`src/rtl/mem_port_ctrl.sv`:
```
// Valid/ready request front-end for one port of a dual-port memory wrapper.
// Reads are credit-limited so the response FIFO can never overflow.
module mem_port_ctrl #(
  parameter int unsigned MEM_DATAWIDTH = 128,
  parameter int unsigned MEM_ADDRWIDTH = 14,
  parameter int unsigned RD_LATENCY    = 1
) (
  input  logic                           clk,
  input  logic                           reset,
  input  logic                           req_valid,
  output logic                           req_ready,
  input  logic                           req_we,
  input  logic [(MEM_DATAWIDTH+7)/8-1:0] req_be,
  input  logic [MEM_ADDRWIDTH-1:0]       req_addr,
  input  logic [MEM_DATAWIDTH-1:0]       req_wdata,
  output logic                           rsp_valid,
  input  logic                           rsp_ready,
  output logic [MEM_DATAWIDTH-1:0]       rsp_rdata,
  output logic                           mem_en,
  output logic [(MEM_DATAWIDTH+7)/8-1:0] mem_we,
  output logic [MEM_ADDRWIDTH-1:0]       mem_addr,
  output logic [MEM_DATAWIDTH-1:0]       mem_wdata,
  input  logic [MEM_DATAWIDTH-1:0]       mem_rdata
);

  localparam int unsigned DEPTH = RD_LATENCY + 2;
  localparam int unsigned CW    = $clog2(DEPTH + 1);
  localparam int unsigned PW    = $clog2(DEPTH);

  logic [CW-1:0]            cnt_q, cnt_d;
  logic [CW-1:0]            fcnt_q, fcnt_d;
  logic [PW-1:0]            wptr_q, wptr_d, rptr_q, rptr_d;
  logic [RD_LATENCY-1:0]    vld_q, vld_d;
  logic [MEM_DATAWIDTH-1:0] buf_q [DEPTH];

  logic accept, rd_acc, push, pop;

  // Gated by reset so nothing is accepted or presented while reset is held.
  assign req_ready = !reset && (cnt_q < CW'(DEPTH));
  assign accept    = req_valid && req_ready;
  assign rd_acc    = accept && !req_we;

  assign mem_en    = accept;
  assign mem_we    = (accept && req_we) ? req_be : '0;
  assign mem_addr  = req_addr;
  assign mem_wdata = req_wdata;

  assign push      = vld_q[RD_LATENCY-1];
  assign rsp_valid = !reset && (fcnt_q != '0);
  assign pop       = rsp_valid && rsp_ready;
  assign rsp_rdata = buf_q[rptr_q];

  always_comb begin
    cnt_d = cnt_q;
    if (rd_acc && !pop)
      cnt_d = cnt_q + CW'(1);
    else if (!rd_acc && pop)
      cnt_d = cnt_q - CW'(1);

    fcnt_d = fcnt_q;
    if (push && !pop)
      fcnt_d = fcnt_q + CW'(1);
    else if (!push && pop)
      fcnt_d = fcnt_q - CW'(1);

    wptr_d = wptr_q;
    if (push)
      wptr_d = (wptr_q == PW'(DEPTH - 1)) ? '0 : wptr_q + PW'(1);

    rptr_d = rptr_q;
    if (pop)
      rptr_d = (rptr_q == PW'(DEPTH - 1)) ? '0 : rptr_q + PW'(1);

    vld_d = RD_LATENCY'({vld_q, rd_acc});
  end

  always_ff @(posedge clk) begin
    if (reset) begin
      cnt_q  <= '0;
      fcnt_q <= '0;
      wptr_q <= '0;
      rptr_q <= '0;
      vld_q  <= '0;
    end else begin
      cnt_q  <= cnt_d;
      fcnt_q <= fcnt_d;
      wptr_q <= wptr_d;
      rptr_q <= rptr_d;
      vld_q  <= vld_d;
      assert (!(push && !pop && (fcnt_q == CW'(DEPTH))));
    end
  end

  always_ff @(posedge clk) begin
    if (push)
      buf_q[wptr_q] <= mem_rdata;
  end

endmodule

```
`config.mk`:
```
export PLATFORM = sky130hd
export DESIGN_NAME = mem_port_ctrl
export DESIGN_NICKNAME = d
export VERILOG_FILES = /design/src/rtl/mem_port_ctrl.sv
export SDC_FILE = /design/constraint.sdc
export NUM_CORES = 1
export LEC_CHECK = 0
export ABC_AREA = 1
export BUFFER_PORTS_ARGS = -buffer_cell sky130_fd_sc_hd__buf_4
export CAP_MARGIN = 20
export CORE_AREA = 4 4 223 225
export DETAILED_ROUTE_END_ITERATION = 7
export DIE_AREA = 0 0 227 229
export PLACE_DENSITY_LB_ADDON = 0.15
export RECOVER_POWER = 100
export SLEW_MARGIN = 20
export SYNTH_ARGS = -nofsm -noshare
export SYNTH_HDL_FRONTEND = slang
export SYNTH_SLANG_ARGS = --single-unit
```
`constraint.sdc`:
```
create_clock -name clk -period 9.9 [get_ports clk]
set_input_delay 0.495 -clock clk [delete_from_list [all_inputs] [get_ports clk]]
set_output_delay 0.495 -clock clk [all_outputs]
set_load 0.01 [all_outputs]
```
---- After elaboration in Yosys (flattened, before gate mapping) ----
Memories as Yosys holds them, arrays and structs flattened. A register that Yosys moved wholly into a read port is not among the register bits.
Index checks and enable logic that the tools add are counted.
storage, ports and cells
  output and inout bits ................... 289
  word-level logic and storage cells ...... 44
  bits in writable memories ............... 384
  memories kept ........................... 1
  flip-flop bits (word level) ............. 9
  input port bits ......................... 291
operators by class
  $lt $le $gt $ge ......................... 1
  add/subtract/negate cells ............... 6
  reductions and logical operators ........ 18
  muxes and demuxes ....................... 11
  equal/unequal tests ..................... 2
memory list
  name   depth  width  read ports  clocked after Yosys merged registers in  write ports  RTL line  source
  buf_q  3      128    1           1                                        1            34        logic [MEM_DATAWIDTH-1:0] buf_q [DEPTH];
operators by type and width
  kind                                                                 count
  16-bit 2-to-1 mux                                                    1
  2-bit 2-to-1 mux                                                     8
  1-bit logical AND                                                    10
  2-bit by 1-bit adder with 2-bit output (second input constant)       4
  2-bit nonzero test                                                   3
  1-bit zero test                                                      5
  2-bit equality test (second input constant)                          2
  2-bit by 1-bit subtractor with 2-bit output (second input constant)  2
  2-bit < comparator (second input constant)                           1
  1-bit 2-to-1 mux                                                     2

---- Longest topological paths before layout ----
Gate-level depths: netlist (run 1).
  depth in word-level cells ............... 8
  gate-level depth with buffers ........... 10
  depth with buffers taken out ............ 10

---- Least setup slack after synthesis (run 1) ----
No wires, ideal clock.
  path kind ............................... register -> register
  from .................................... reg vld_q (netlist: push)
  to ...................................... mem buf_q[2][0], enable pin
  data required time ...................... 9.128 ns
  arrival ................................. 9.053 ns
  cell stages (with the launch flop) ...... 3
  path slack .............................. 0.075 ns
  path buffers ............................ 0
  path through ............................ dfxtp_1 -> inv_1 -> nor3_1
between the ends
  word-level cells in the longest chain between the ends .. 2
ends and longest elaborated chain
  element                                 RTL line  source
  start, declared                         33        logic [RD_LATENCY-1:0] vld_q, vld_d;
  start signal, assigned                  89        vld_q <= vld_d;
  1-bit 2-to-1 mux                        95        if (push)
  1-bit 2-to-1 mux (implied by the code)  96        buf_q[wptr_q] <= mem_rdata;
  end, declared                           34
Every way passes these cells.

---- Worst setup path after layout (run 1) ----
  from .................................... reg wptr_q[1]
  to ...................................... mem buf_q[1][32], enable pin
RTL lines
  element                 RTL line  source
  start, declared         32        logic [PW-1:0] wptr_q, wptr_d, rptr_q, rptr_d;
  start signal, assigned  87        wptr_q <= wptr_d;
Straight into the memory's write port.

==> results of run 1 <==
## report_power, final
group          total [mW]  switching, mW  leakage (nW)  internal, mW
sequential           1.87         0.0103          3.56          1.86
combinational       0.300          0.209          1.84        0.0913
clock                1.67          0.665         0.722          1.00
## sequential cells by signal, summed over array words and instances, names as in the netlist, named ones only
| name | cells |
|---|---|
| fcnt_q | 2 |
| wptr_q | 2 |
| rptr_q | 2 |
| buf_q | 384 |
| cnt_q | 2 |
| push | 1 |
## cell usage in the layout, fill, tap and decap left out
cell	instances
a21oi_1	262
buf_4	33
bufinv_16	6
clkbuf_1	281
clkbuf_16	44
clkbuf_4	2
clkbuf_8	3
clkinv_1	6
clkinv_2	6
clkinv_8	1
clkinvlp_2	3
clkinvlp_4	1
dfxtp_1	9
dfxtp_4	2
diode_2	2
edfxtp_1	384
ha_1	2
inv_1	33
inv_16	1
inv_4	1
inv_6	1
inv_8	1
nand2_1	144
nand2_2	1
nand3_1	5
nand4_1	2
nor2_1	145
nor2_2	8
nor2_4	1
nor3_1	1
o21ai_0	2
## stage by stage
stage	util [%]	cell area (sq um)	hold slack [ns]	setup WS [ns]
final	37.81	17980	0.1197	3.778
after detailed placement	36.87	17530	0.4636	6.803
after CTS	39.99	19010	0.05500	6.162
after floorplan	-	15800	0.4376	0.07475
after global placement	36.87	17530	0.4534	6.794
after global routing	37.80	17970	0.09781	3.049
## critical path, cell delays in order, from the launching register on
cell and delay (ns):
dfxtp_1 0.33, inv_1 0.06, nand3_1 0.10, clkinvlp_2 2.59, clkbuf_1 2.06
## final timing paths
check | startpoint | cells after the start | slack, ns | endpoint
min | req_we | 2 | 0.12 | push
max reg2reg | wptr_q[1] | 4 | 3.78 | buf_q[1][32]
max | wptr_q[1] | 4 | 3.78 | buf_q[1][32]
min reg2reg | wptr_q[1] | 2 | 0.47 | wptr_q[1]
## logic make-up (layout without fill, tap and decap cells)
group,count (synthesis),in the layout
compound gates,264,264
buf+inv,236,423
other cells,0,2
flops,395,395
fa+ha+maj,2,2
simple gates,307,307
## layout make-up
| type | instances | share of cell area, % |
|---|---|---|
| Tap cell | 615 | 4.281 |
| Inverter | 37 | 0.8074 |
| Clock inverter | 23 | 1.650 |
| Clock buffer | 58 | 6.585 |
| Antenna cell | 2 | 0.02784 |
| Sequential cell | 395 | 65.41 |
| Timing Repair Buffer | 305 | 7.100 |
| Multi-Input combinational cell | 573 | 14.14 |
## layer usage
metal  track usage, %  routed length [microns]
met1            19.74                    17180
met2            28.63                    23140
met3            8.721                     5466
met4            7.924                     2188
met5                0                      161
==> impl_metrics.ini, run 1 <==
[status]
run_status = finished, violations left
violations = capacitance limit, slew limit

[worst_setup_path]
worst_setup_path_end_kind = flop
cp_max_fo = 67
criticalPathCategory = flop to flop
cp.required_ns = 9.62
cp-start-kind = flop
cp.arrival_ns = 5.84

[synth]
syn_nets = 1497
yosys.area.top_type_share_pct = 72.97
yosysUniqueCellTypes = 20
synth-simple-area-share_pct = 7.625
synth_area_leaders = edfxtp_1 (73%), a21oi_1 (8.3%), buf_4 (6.7%)
synth_compound_area_share_pct = 8.385
synth_most_common_cell = edfxtp_1
synth_top_flop_cell = edfxtp_1
syn_area_per_cell_sq_um = 13.13
synth_area_leader_cell = edfxtp_1
synth.mux.area_fraction_pct = 0
synthAdderAreaFrac_pct = 0.1584
ys_ff_latch = 395
synth-edff-count = 384
synth_top_family_by_area = buffers and inverters
syn_area_sq_um = 15800
async_flop_share_pct = 0
seq_area_frac_synth_pct = 74.36
synth_cells = 1204
yosysWarnings = 0
synth-xor-area-share_pct = 0
netlist_top_cells_count = edfxtp_1 (384), a21oi_1 (261), nor2_1 (144)

[pwr]
finalPower_mw = 3.844
worst_ir_drop_vdd_uv = 102.0
power_leakage_nw = 6.128
power_density_nw_per_um2 = 213.9

[finish]
nFillCells = 4704
drive_gt1_share_pct = 8.267
seqCellArea_sq_um = 11760
synthToLayoutAreaGrowth_pct = 13.75
nets = 1649
multi_input_area_sq_um = 2541
layout.cells.non_filler = 2008

[sta]
worstMarginPinSlew_ns = 4.083
finalCriticalPeriod_ns = 6.122
fmax_mhz = 163.4
hold_viol_final = 0
tns_ns = 0
period_share_pct = 61.84
maxSlewHeadroom_pct = -172.2
setup_viol = 0
rsz0062_at_grt = no
fin_skew_ns = 0.01415
drv_slew = 400

[drt]
wl_microns = 48130
ant_nets = 0
drc = 0
detail_route.wl_per_cell_microns = 23.97
dr.first_iter.drc_count = 578
routed-via-count = 9635
first_pass_iters = 4
via_per_inst = 4.798

[cts]
tritoncts = built
clockBufferDepth = 3
cts_hold_buffers = 0
clk_latency_ns = 0.57
clk_pin_slew_ns = 0.06
cts_resized = 0
h-tree-depth = 2
cts_buffers = 44
ctsRootBufferMaster = clkbuf_16
cts_setup_buffers = 0
cts.sinks = 395

[global_routing]
grt_pass1_wl_microns = 67290
antenna_found_initial = 18
grt_max_degree = 77
grt_use_total_pct = 17.71
grt_pass1_vias = 9551
overflow = 0

[die]
ios = 580
die_area_sq_um = 51980
core_area_sq_um = 47550
start_util_pct = 33.24
die_h_microns = 229
die_width_microns = 227
num_rows = 80

[worst_hold_path]
hp-class = input pin to flop

[placed_design]
hpwlAfterDp_microns = 31520
place_inst = 1925
routabilityCongestion = 0.7723
portBuffers = 295

[run]
drv_cap = 7
Power figures use the tool's default switching activity.
==> run 2: changes to the inputs <==
- CORE_AREA: 4 4 223 225 -> 4 4 224 226
- DIE_AREA: 0 0 227 229 -> 0 0 228 230
- clock period: 9.9 -> 5.9 ns (I/O delays scaled with it)
==> run 2 against run 1 <==
The flow still finishes with violations (capacitance limit, slew limit); combinational power grew 95%; core utilization grew 2.0 points; clock power grew 58%; cell area grew 7.1%; via count grew 4.5%.
==> impl_metrics.ini, run 2 (same netlist as run 1, synthesis figures left out) <==
[run]
drv_cap = 7

[cts]
cts.sinks = 395
clk_pin_slew_ns = 0.06
h-tree-depth = 2
cts_hold_buffers = 131
cts_resized = 0
tritoncts = built
cts_setup_buffers = 0
cts_buffers = 45
clk_latency_ns = 0.56
ctsRootBufferMaster = clkbuf_16
clockBufferDepth = 3

[worst_setup_path]
cp_max_fo = 41
crit_chain = inv_1, nor3_1, clkbuf_1, clkbuf_2
cp.required_ns = 6.05
reg2reg_slack_ns = 1.69
path_buf_inv = 3
cp_slowest_cell = clkbuf_1
worst_setup_path_end_kind = flop
criticalPathCategory = flop to flop
crit_path_max_incr_delay_ns = 1.82
timing.rr.start = push
cp-startpoint = push
crit_family = buffers and inverters
cp-start-kind = flop
cp.arrival_ns = 4.36

[die]
die_h_microns = 230
die_width_microns = 228
core_area_sq_um = 48340
start_util_pct = 32.69
num_rows = 81
ios = 580
die_area_sq_um = 52440

[finish]
layout.cells.most_common = edfxtp_1
nets = 1782
layout_common_cells = edfxtp_1 (384), a21oi_1 (262), clkbuf_1 (258)
largest_reg_flops = 384
drive_gt1_share_pct = 8.081
synthToLayoutAreaGrowth_pct = 21.85
largest_register = buf_q

[sta]
period_share_pct = 71.38
fmax_mhz = 237.5
setup_viol = 0
whs_ns = 0.2308
worstMarginPinSlew_ns = 3.238
finalCriticalPeriod_ns = 4.211
hold_viol_final = 0
fin_skew_ns = 0.02021
maxSlewHeadroom_pct = -115.8
tns_ns = 0
drv_slew = 324
rsz0062_at_grt = no

[pwr]
power_density_nw_per_um2 = 331.0
p_sw_mw = 1.474
power_leakage_nw = 6.707
power_frac_clock_pct = 41.4
p_seq_share_pct = 49.4
finalPower_mw = 6.373
internal-power_mw = 4.899
switching_share_pct = 23.13
worst_ir_drop_vdd_uv = 214.1
comb_power_share_pct = 9.2

[drt]
drc = 0
dr.first_iter.drc_count = 429
wl_microns = 50060
detail_route.wl_per_cell_microns = 23.30
routed-via-count = 10070
via_per_inst = 4.687
ant_nets = 0
first_pass_iters = 4

[placed_design]
hpwlAfterDp_microns = 33160
routabilityCongestion = 0.7525
portBuffers = 295

[global_routing]
grt_pass1_wl_microns = 71550
grt_pass1_vias = 10270
antenna_found_initial = 8
overflow = 0
grt_max_degree = 80
grt_use_total_pct = 18.39

[worst_hold_path]
hp-class = input pin to flop
min_from = rsp_ready

[status]
violations = capacitance limit, slew limit
run_status = finished, violations left
## run 2: cell count changes in the layout (fill, tap and decap cells not counted), moves of 3 or more
cell / change
clkbuf_1: -23
nor2_1: +3
dlygate4sd3_1: +131
clkinv_2: +3
clkinvlp_2: -3
clkinv_1: +11
clkbuf_2: +5
clkbuf_4: +8
clkbuf_8: -3
buf_4: +3
nor2_2: -3
## run 2: path summary, 6_finish.rpt
kind                                      end  cells past startpoint
worst max-delay path            buf_q[2][117]                      4
worst min-delay path                     flop                      5
worst max register to register  buf_q[2][117]                      4
worst min register to register      wptr_q[1]                      2
## run 2: area by class of cell
type | count | area (sq um)
inverters | 37 | 153.9
fillers | 4709 | 29090
clock inverters | 32 | 247.7
well taps | 622 | 778.2
flip-flops and latches | 395 | 11760
diodes | 4 | 10.01
clock buffers | 48 | 1137
repair buffers | 437 | 2639
multi-input cells | 573 | 2531
## run 2: layer usage
| layer | share of wire, % | up-vias | global-route usage (%) |
|---|---|---|---|
| met5 | 0.11 | - | 0.8272 |
| met4 | 2.9 | 8 | 5.224 |
| met3 | 9.6 | 125 | 8.560 |
| met2 | 52 | 385 | 32.95 |
| met1 | 36 | 4884 | 19.37 |
| li1 | - | 4666 | - |
## run 2: through the flow
step	utilization (%)	std cells	instance area [sq um]	setup slack (ns)
global route	39.82	2145	19250	1.204
detailed placement	36.31	1933	17550	3.109
finish	39.83	2148	19260	1.689
global placement	36.31	1933	17550	3.130
CTS	41.89	2144	20250	2.488
floorplan	-	1204	15810	0.02385
## run 2: tightest hold or removal path, delay by kind of cell
kind,cells,cell delay (ns)
buffers and inverters,1,0.11
and+or+nand+nor,4,0.36
## run 2: power by group through the flow
| stage | Clock, mW | Combinational (mW) | Sequential, mW |
|---|---|---|---|
| detailed placement | 0 | 0.639 | 3.21 |
| finish | 2.64 | 0.584 | 3.15 |
| global route | 2.84 | 0.646 | 3.15 |
| global placement | 0 | 0.638 | 3.21 |
| floorplan | 0 | 0.370 | 3.20 |
| CTS | 2.72 | 0.721 | 3.15 |
==> run 3: changes to the inputs <==
- clock period: 5.9 -> 4 ns (I/O delays scaled with it)
==> run 3 against run 2 <==
Worst setup slack worse by 0.98 ns; cell area up 0.33%; register-to-register slack worse by 0.83 ns; core utilization up 0.13 points; die area unchanged; first-iteration DRC count up 23%; hold slack worse by 0.064 ns; power up 48%; the flow still finishes with violations (capacitance limit, slew limit); critical endpoint is now rsp_rdata[13]; highest routed layer unchanged.
==> impl_metrics.ini, run 3 (same netlist as run 1, synthesis figures left out) <==
[worst_setup_path]
path_buf_inv = 3
r2r_end = buf_q[0][90]
cp_slowest_cell = dfxtp_2
reg2reg_depth = 4
cp-start-kind = flop
reg2reg_slack_ns = 0.86
crit_chain = inv_4, buf_4, nand2_1, a21oi_1, clkbuf_1
crit_family = flip-flops
cp_max_fo = 53
worst_setup_path_end_kind = output port
crit_path_max_incr_delay_ns = 1.20
timing.rr.start = wptr_q[0]
cp.required_ns = 3.80
cp.arrival_ns = 3.10
criticalPathCategory = flop to output port

[sta]
tns_ns = 0
worstMarginPinSlew_ns = 2.078
fin_skew_ns = 0.009972
rsz0062_at_grt = no
hold_viol_final = 0
period_share_pct = 82.39
finalCriticalPeriod_ns = 3.296
fmax_mhz = 303.4
setup_viol = 0
maxSlewHeadroom_pct = -38.54
timing.final.ws_setup_ns = 0.7043
drv_slew = 267

[pwr]
worst_ir_drop_vdd_uv = 259.1
power_frac_clock_pct = 41.4
comb_power_share_pct = 9.2
p_seq_share_pct = 49.3
power_density_nw_per_um2 = 487.3
switching_share_pct = 23.04
power_leakage_nw = 6.690
finalPower_mw = 9.414
p_sw_mw = 2.169
internal-power_mw = 7.245

[drt]
dr.first_iter.drc_count = 526
wl_microns = 49700
first_pass_iters = 5
ant_nets = 0
detail_route.wl_per_cell_microns = 23.16
routed-via-count = 10160
drc = 0
via_per_inst = 4.735

[global_routing]
grt_pass1_vias = 10280
grt_use_total_pct = 18.28
overflow = 0
grt_pass1_wl_microns = 71290
grt_max_degree = 100
antenna_found_initial = 8

[finish]
layout.cells.most_common = edfxtp_1
utilization_pct = 39.96
layout_common_cells = edfxtp_1 (384), clkbuf_1 (270), a21oi_1 (262)
nets = 1785
seqCellArea_sq_um = 11760
largest_reg_flops = 384
multi_input_area_sq_um = 2544
largest_register = buf_q
synthToLayoutAreaGrowth_pct = 22.26
nFillCells = 4683
drive_gt1_share_pct = 8.081

[worst_hold_path]
hp-class = input pin to flop
min_from = rsp_ready
whs_path_depth = 5

[placed_design]
routabilityCongestion = 0.7305
dp_slack_ns = 1.723
hpwlAfterDp_microns = 32630
portBuffers = 295

[cts]
cts_resized = 0
cts.sinks = 395
tritoncts = built
clk_latency_ns = 0.56
cts_hold_buffers = 131
ctsRootBufferMaster = clkbuf_16
h-tree-depth = 2
cts_buffers = 44
cts_setup_buffers = 0
clockBufferDepth = 3
clk_pin_slew_ns = 0.06

[die]
start_util_pct = 32.69
die_width_microns = 228
die_area_sq_um = 52440
num_rows = 81
die_h_microns = 230
core_area_sq_um = 48340
ios = 580

[status]
run_status = finished, violations left
violations = capacitance limit, slew limit

[run]
drv_cap = 4
run 3: worst max-delay path by stage:
stage,start,to,depth (start not counted)
2_1_floorplan,push,buf_q[2][0],2
3_3_place_gp,flop,rsp_rdata[40],5
3_5_place_dp,flop,rsp_rdata[49],5
4_1_cts,flop,rsp_rdata[49],5
5_1_grt,flop,rsp_rdata[59],5
6_report,flop,rsp_rdata[13],5
run 3: worst register-to-register path, delay by kind of cell (launching register included):
family                 cells  cell delay [ns]
AND/OR/NAND/NOR            1             0.15
buffers and inverters      3             2.17
flip-flops                 1             0.36
run 3: per-stage QoR:
step	instance area (sq um)	std cells	hold WS [ns]
2_1_floorplan	15810	1204	0.2691
4_1_cts	20330	2144	0.1264
3_3_place_gp	17650	1937	0.3949
5_1_grt	19320	2146	0.1913
3_5_place_dp	17650	1937	0.3963
6_report	19320	2146	0.1664
run 3: routing by layer:
layer / vias to the layer above / GRT usage [%] / wire [microns]
li1: 4678 / - / -
met1: 4940 / 20.96 / 18850
met2: 419 / 31.05 / 24800
met3: 114 / 8.486 / 4889
met4: 10 / 4.554 / 1082
met5: - / 1.195 / 72
run 3: layout make-up:
type                            count  share of cell area (%)
Multi-Input combinational cell    573                   13.17
Sequential cell                   395                   60.85
Clock buffer                       54                   6.055
Tap cell                          622                   4.028
Clock inverter                     22                   1.049
Antenna cell                        2                 0.02591
Timing Repair Buffer              441                   14.04
Inverter                           37                  0.7836
run 3: power groups by stage:
| stage | Sequential, mW | Combinational [mW] | Clock (mW) |
|---|---|---|---|
| after global placement | 4.73 | 0.944 | 0 |
| after CTS | 4.64 | 1.07 | 4.02 |
| after detailed placement | 4.73 | 0.950 | 0 |
| after floorplan | 4.72 | 0.546 | 0 |
| after global routing | 4.65 | 0.956 | 4.19 |
| final | 4.65 | 0.868 | 3.90 |
